## config.mk

```make
export PLATFORM = sky130hd
export DESIGN_NAME = shift_reg_sipo_frame_flat
export DESIGN_NICKNAME = d
export VERILOG_FILES = /design/src/rtl/shift_reg_sipo_frame_if.sv /design/src/rtl/shift_reg_sipo_frame.sv /design/src/flat_wrapper.sv
export SDC_FILE = /design/constraint.sdc
export NUM_CORES = 1
export LEC_CHECK = 0
export CAP_MARGIN = 20
export CORE_UTILIZATION = 45
export DETAILED_ROUTE_END_ITERATION = 8
export DONT_BUFFER_PORTS = 1
export PLACE_DENSITY = 0.61
export SYNTH_ARGS = -nofsm -noshare
export SYNTH_HDL_FRONTEND = slang
export SYNTH_SLANG_ARGS = --single-unit
```

## constraint.sdc

```tcl
create_clock -name i_clk -period 1.9 [get_ports i_clk]
set_input_delay 0.19 -clock i_clk [delete_from_list [all_inputs] [get_ports i_clk]]
set_output_delay 0.19 -clock i_clk [all_outputs]
set_load 0.03 [all_outputs]
```

## src/rtl/shift_reg_sipo_frame_if.sv

```systemverilog
// Serial-in / word-out bundle for shift_reg_sipo_frame.
// Port direction names are from the deserialiser's point of view.
interface shift_reg_sipo_frame_if #(
    parameter int WL = 16
);
    logic          i_en;
    logic          i_sync;
    logic          i_in;
    logic [WL-1:0] o_out;
    logic          o_vld;
    logic [3:0]    o_ch;
    logic          o_err;

    // i_en qualifies i_sync and i_in; o_vld and o_err are single-cycle strobes,
    // o_out/o_ch hold the last completed word between o_vld pulses.
    modport master (
        output i_en,
        output i_sync,
        output i_in,
        input  o_out,
        input  o_vld,
        input  o_ch,
        input  o_err
    );

    modport slave (
        input  i_en,
        input  i_sync,
        input  i_in,
        output o_out,
        output o_vld,
        output o_ch,
        output o_err
    );
endinterface

```

## src/rtl/shift_reg_sipo_frame.sv

```systemverilog
// Frame-aware SIPO deserialiser: WL-bit words for NCH TDM channels, MSB/LSB first.
// Optional short-word error pulse enabled by defining SIPO_ERR_EN.
module shift_reg_sipo_frame #(
    parameter int WL        = 16,
    parameter int NCH       = 2,
    parameter bit MSB_FIRST = 1'b1
) (
    input  logic                   i_clk,
    input  logic                   i_rst,
    shift_reg_sipo_frame_if.slave  bus,
    output logic                   o_dbg_state
);
    localparam int BCW = $clog2(WL);
    localparam logic [BCW-1:0] BC_LAST = BCW'(WL - 1);
    localparam logic [3:0]     CC_LAST = 4'(NCH - 1);

    typedef enum logic {
        S_HUNT = 1'b0,
        S_RUN  = 1'b1
    } state_t;

    state_t         r_state, w_state_nxt;
    logic [WL-1:0]  r_sr, w_sr_nxt;
    logic [BCW-1:0] r_bc, w_bc_nxt;
    logic [3:0]     r_cc, w_cc_nxt;
    logic [WL-1:0]  r_out, w_out_nxt;
    logic [3:0]     r_ch, w_ch_nxt;
    logic           r_vld, w_vld_nxt;
    logic           r_err, w_err_nxt;
    logic [WL-1:0]  w_shift;
    logic [WL-1:0]  w_first;

    function automatic logic [WL-1:0] shift_in(input logic [WL-1:0] sr, input logic b);
        if (MSB_FIRST)
            return {sr[WL-2:0], b};
        else
            return {b, sr[WL-1:1]};
    endfunction

    assign w_shift = shift_in(r_sr, bus.i_in);
    // A frame start restarts assembly from an empty register.
    assign w_first = shift_in('0, bus.i_in);

    always_comb begin
        w_state_nxt = r_state;
        w_sr_nxt    = r_sr;
        w_bc_nxt    = r_bc;
        w_cc_nxt    = r_cc;
        w_out_nxt   = r_out;
        w_ch_nxt    = r_ch;
        w_vld_nxt   = 1'b0;
        w_err_nxt   = 1'b0;
        if (bus.i_en) begin
            if (bus.i_sync) begin
                w_sr_nxt    = w_first;
                w_bc_nxt    = BCW'(1);
                w_cc_nxt    = '0;
                w_state_nxt = S_RUN;
`ifdef SIPO_ERR_EN
                w_err_nxt   = (r_state == S_RUN) && (r_bc != '0);
`endif
            end else if (r_state == S_RUN) begin
                w_sr_nxt = w_shift;
                if (r_bc == BC_LAST) begin
                    w_out_nxt = w_shift;
                    w_ch_nxt  = r_cc;
                    w_vld_nxt = 1'b1;
                    w_bc_nxt  = '0;
                    w_cc_nxt  = (r_cc == CC_LAST) ? 4'd0 : r_cc + 4'd1;
                end else begin
                    w_bc_nxt = r_bc + BCW'(1);
                end
            end
        end
    end

    always_ff @(posedge i_clk) begin
        if (i_rst) begin
            r_state <= S_HUNT;
            r_sr    <= '0;
            r_bc    <= '0;
            r_cc    <= '0;
            r_out   <= '0;
            r_ch    <= '0;
            r_vld   <= 1'b0;
            r_err   <= 1'b0;
        end else begin
            r_state <= w_state_nxt;
            r_sr    <= w_sr_nxt;
            r_bc    <= w_bc_nxt;
            r_cc    <= w_cc_nxt;
            r_out   <= w_out_nxt;
            r_ch    <= w_ch_nxt;
            r_vld   <= w_vld_nxt;
            r_err   <= w_err_nxt;
        end
    end

    assign bus.o_out   = r_out;
    assign bus.o_ch    = r_ch;
    assign bus.o_vld   = r_vld;
    assign bus.o_err   = r_err;
    assign o_dbg_state = r_state;
endmodule

```

## src/flat_wrapper.sv

```systemverilog
// flat-port wrapper written by rule: the top's interface ports become plain ports
module shift_reg_sipo_frame_flat 
#(
    parameter int WL        = 16,
    parameter int NCH       = 2,
    parameter bit MSB_FIRST = 1'b1
)
  (i_clk, i_rst, o_dbg_state, bus_i_en, bus_i_sync, bus_i_in, bus_o_out, bus_o_vld, bus_o_ch, bus_o_err);
  shift_reg_sipo_frame_if #(.WL(WL)) bus_i ();
  input  logic i_clk;
  input  logic i_rst;
  output logic o_dbg_state;
  input wire logic [$bits(bus_i.i_en)-1:0] bus_i_en;
  input wire logic [$bits(bus_i.i_sync)-1:0] bus_i_sync;
  input wire logic [$bits(bus_i.i_in)-1:0] bus_i_in;
  output wire logic [$bits(bus_i.o_out)-1:0] bus_o_out;
  output wire logic [$bits(bus_i.o_vld)-1:0] bus_o_vld;
  output wire logic [$bits(bus_i.o_ch)-1:0] bus_o_ch;
  output wire logic [$bits(bus_i.o_err)-1:0] bus_o_err;
  assign bus_i.i_en = bus_i_en;
  assign bus_i.i_sync = bus_i_sync;
  assign bus_i.i_in = bus_i_in;
  assign bus_o_out = bus_i.o_out;
  assign bus_o_vld = bus_i.o_vld;
  assign bus_o_ch = bus_i.o_ch;
  assign bus_o_err = bus_i.o_err;
  shift_reg_sipo_frame #(.WL(WL), .NCH(NCH), .MSB_FIRST(MSB_FIRST)) u_core (.i_clk(i_clk), .i_rst(i_rst), .bus(bus_i), .o_dbg_state(o_dbg_state));
endmodule
```

==> key figures <==
Placement
  • I/O Buffers: 0
  • Routability cong.: around 0.8
  • Dpl hpwl: roughly 2400 um

STA
  • Relative slew slack: around 51%
  • Worst Tran Pin Value: 731 ps
  • Final period util: between 80 and 90%
  • Post-route minimum period: around 1600 ps
  • Fmax: around 0.64 GHz
  • # setup viols final: 0
  • Clk_skew: ~4.5 ps
  • Total negative slack: 0 ps
  • Final hold vios: 0
  • Final Slew Violations: 0
  • Unrepaired setup endpoints after global routing: no

Route
  • DRC: 0
  • Post-Route WL: a little under 4000 um
  • Detailed Routing Iterations Pass 1: 4
  • Antenna Nets Post-Route: 0
  • Vias per cell: 6.02
  • Initial drt markers: approximately 70
  • Routed len/inst: 15.8 um
  • Via count: around 1500

Logic synthesis
  • Post-synth cell types: 34
  • Syn nets: roughly 220
  • Number of flops mapped to enable cells by yosys: 0
  • Sequential-to-total area share from yosys stat: about half
  • Synth area leader: dfxtp_1
  • Asr flop ratio synth: 0%
  • Top-count cell post-synth: dfxtp_1
  • Most frequent cells after synthesis: dfxtp_1 (45), a21oi_1 (26), o21ai_0 (22)
  • Synthesized area per cell: roughly 8.9 um^2
  • #FFs+latches synth: 45
  • Synth top area cells: dfxtp_1 (49%), a32oi_1 (7.6%), a21oi_1 (7.1%)
  • Synth Instances: 207
  • Yosys top cell area share: 49.1%
  • Ys flop type: dfxtp_1
  • Yosys warnings: 0
  • Cell area after synthesis: 1840 um^2

Worst setup path
  • Setup crit start: u_core.r_bc[0]
  • Register-to-Register Path Depth: 5
  • R2R Setup Slk: 330 ps
  • R2r endpoint: u_core.bus.o_out[9]
  • Critical Path AT: around 1800 ps
  • Critical path capture point: u_core.bus.o_out[9]
  • CP Launch Type: flop
  • Worst Path Max Fanout: 11
  • Endpoint class of the critical path: flop
  • RR Startpoint: u_core.r_bc[0]
  • Setup CP Type: flop to flop
  • Worst EP required: between 2000 and 2500 ps

Pwr
  • Pwr dens: 862 nW/um^2
  • Peak supply drop: a little under 300 uV
  • Static Leakage: 0.655 nW
  • Total Power: approximately 1.7 mW

Clock tree
  • Clk_lat worst skew: ~300 ps
  • CTS tree: yes
  • CTS root buf: clkbuf_8
  • Reg clk slew, reported paths: around 80 ps
  • Cts bufs inserted: 5
  • Post-CTS Resized: 0
  • Post-CTS setup buffers: 0
  • Clk buf depth: 2
  • Clock tree sinks: 45
  • H-tree Lvls: 2

Finish
  • P&R area growth vs syn: 5.86%
  • Final nets: slightly above 200
  • # diodes: 0
  • Layout cells sized above 1: approximately a tenth

Global route
  • Initial antenna violation count: 0
  • Largest net degree at the start of global routing: 45
  • First-pass GRT wire length: between 6000 and 7000 um
  • Vias in the first global route: roughly 1500
  • Grt total ovfl: 0
  • Total track usage: roughly a fifth

Min path
  • Hold Startpoint: bus_i_sync
  • HP Class: input pin to flop
  • Hold Crit Depth: 2

Floorplan
  • Die X: between 60 and 70 um
  • Core area: about 3800 um^2
  • Die span in y: ~66 um
  • Starting Density: between 40 and 50%
  • Top Ports: 28
  • Placement Rows: 22
  • Die Area: approximately 4300 um^2

Status
  • Status: completed

Flow run
  • Max cap viols: 0
[metrics by stage]
step | cells | hold slack (ps) | instance area (um^2) | util, % | worst slack (ps)
6_report | 246 | 38.6 | 1940 | 51.2 | 335
3_5_place_dp | 237 | 266 | 1820 | 48.0 | 395
3_3_place_gp | 237 | 263 | 1820 | 48.0 | 460
2_1_floorplan | 207 | 334 | 1840 | - | 398
5_1_grt | 246 | 44.0 | 1940 | 51.2 | 243
4_1_cts | 246 | 34.0 | 1940 | 51.2 | 362
[sequential cells by signal, indices dropped and copies added, names as in the netlist]
name                count
u_core.r_sr            15
u_core.bus.o_vld        1
u_core.o_dbg_state      1
u_core.r_bc             4
u_core.bus.o_out       16
u_core.r_cc             4
u_core.bus.o_ch         4
[cells by family after synthesis]
family	share of synthesized area, %
buffers and inverters	7.09
other	0.204
adder cells (fa/ha/maj)	2.05
AO/OA/AOI/OAI	24.5
flip-flops	49.1
AND/OR/NAND/NOR	16.5
multiplexers	0.545
[power by group]
group / leakage [nW] / total [mW] / switching, mW / internal [mW]
Sequential: 0.363 / 0.954 / 0.00759 / 0.947
Clock: 0.0542 / 0.642 / 0.313 / 0.329
Combinational: 0.238 / 0.0788 / 0.0569 / 0.0219
[placed cells by master, fill, tap and decap left out, drive strengths merged, types with 2 or more instances in the layout]
cell | netlist | layout
a21oi | 26 | 26
a32oi | 16 | 16
and2b | 2 | 2
buf | 14 | 7
clkbuf | 10 | 7
dfxtp | 45 | 45
ha | 3 | 3
inv | 3 | 3
nand2 | 3 | 3
nand2b | 4 | 4
nand3 | 21 | 21
nand4 | 3 | 3
nor2 | 17 | 17
nor2b | 2 | 2
o211ai | 2 | 2
o21ai | 23 | 23
[critical path: stages, from the launching register on]
cell	delay [ps]
dfxtp_1	410
ha_1	270
and4_1	340
buf_4	210
nand3_1	100
a21oi_1	160
[per-layer routing]
metal	wire length (um)	global-route usage, %	up-vias
met4	42	9.78	0
met3	164	6.90	6
met1	1760	22.1	711
li1	-	-	731
met5	0	0	-
met2	1930	33.9	32
[layout make-up]
class	count	area, um^2
inverters	3	11.3
multi-input cells	135	805
clock buffers	7	96.3
repair buffers	7	65.1
fillers	360	1860
flip-flops and latches	45	901
well taps	48	60.1
clock inverters	1	5.00
[worst min path at each step]
stage	endpoint	slack, ps
2_1_floorplan	u_core.r_sr[0]	330
3_3_place_gp	u_core.bus.o_out[1]	260
3_5_place_dp	u_core.r_cc[3]	270
4_1_cts	u_core.o_dbg_state	30
5_1_grt	u_core.bus.o_out[0]	40
6_report	u_core.o_dbg_state	40
[timing repair]
item,CTS,global route
endpoints found under the hold margin,44,0
hold buffers,1,0
setup endpoints to repair,0,0
(Power assumes the default switching activity.)
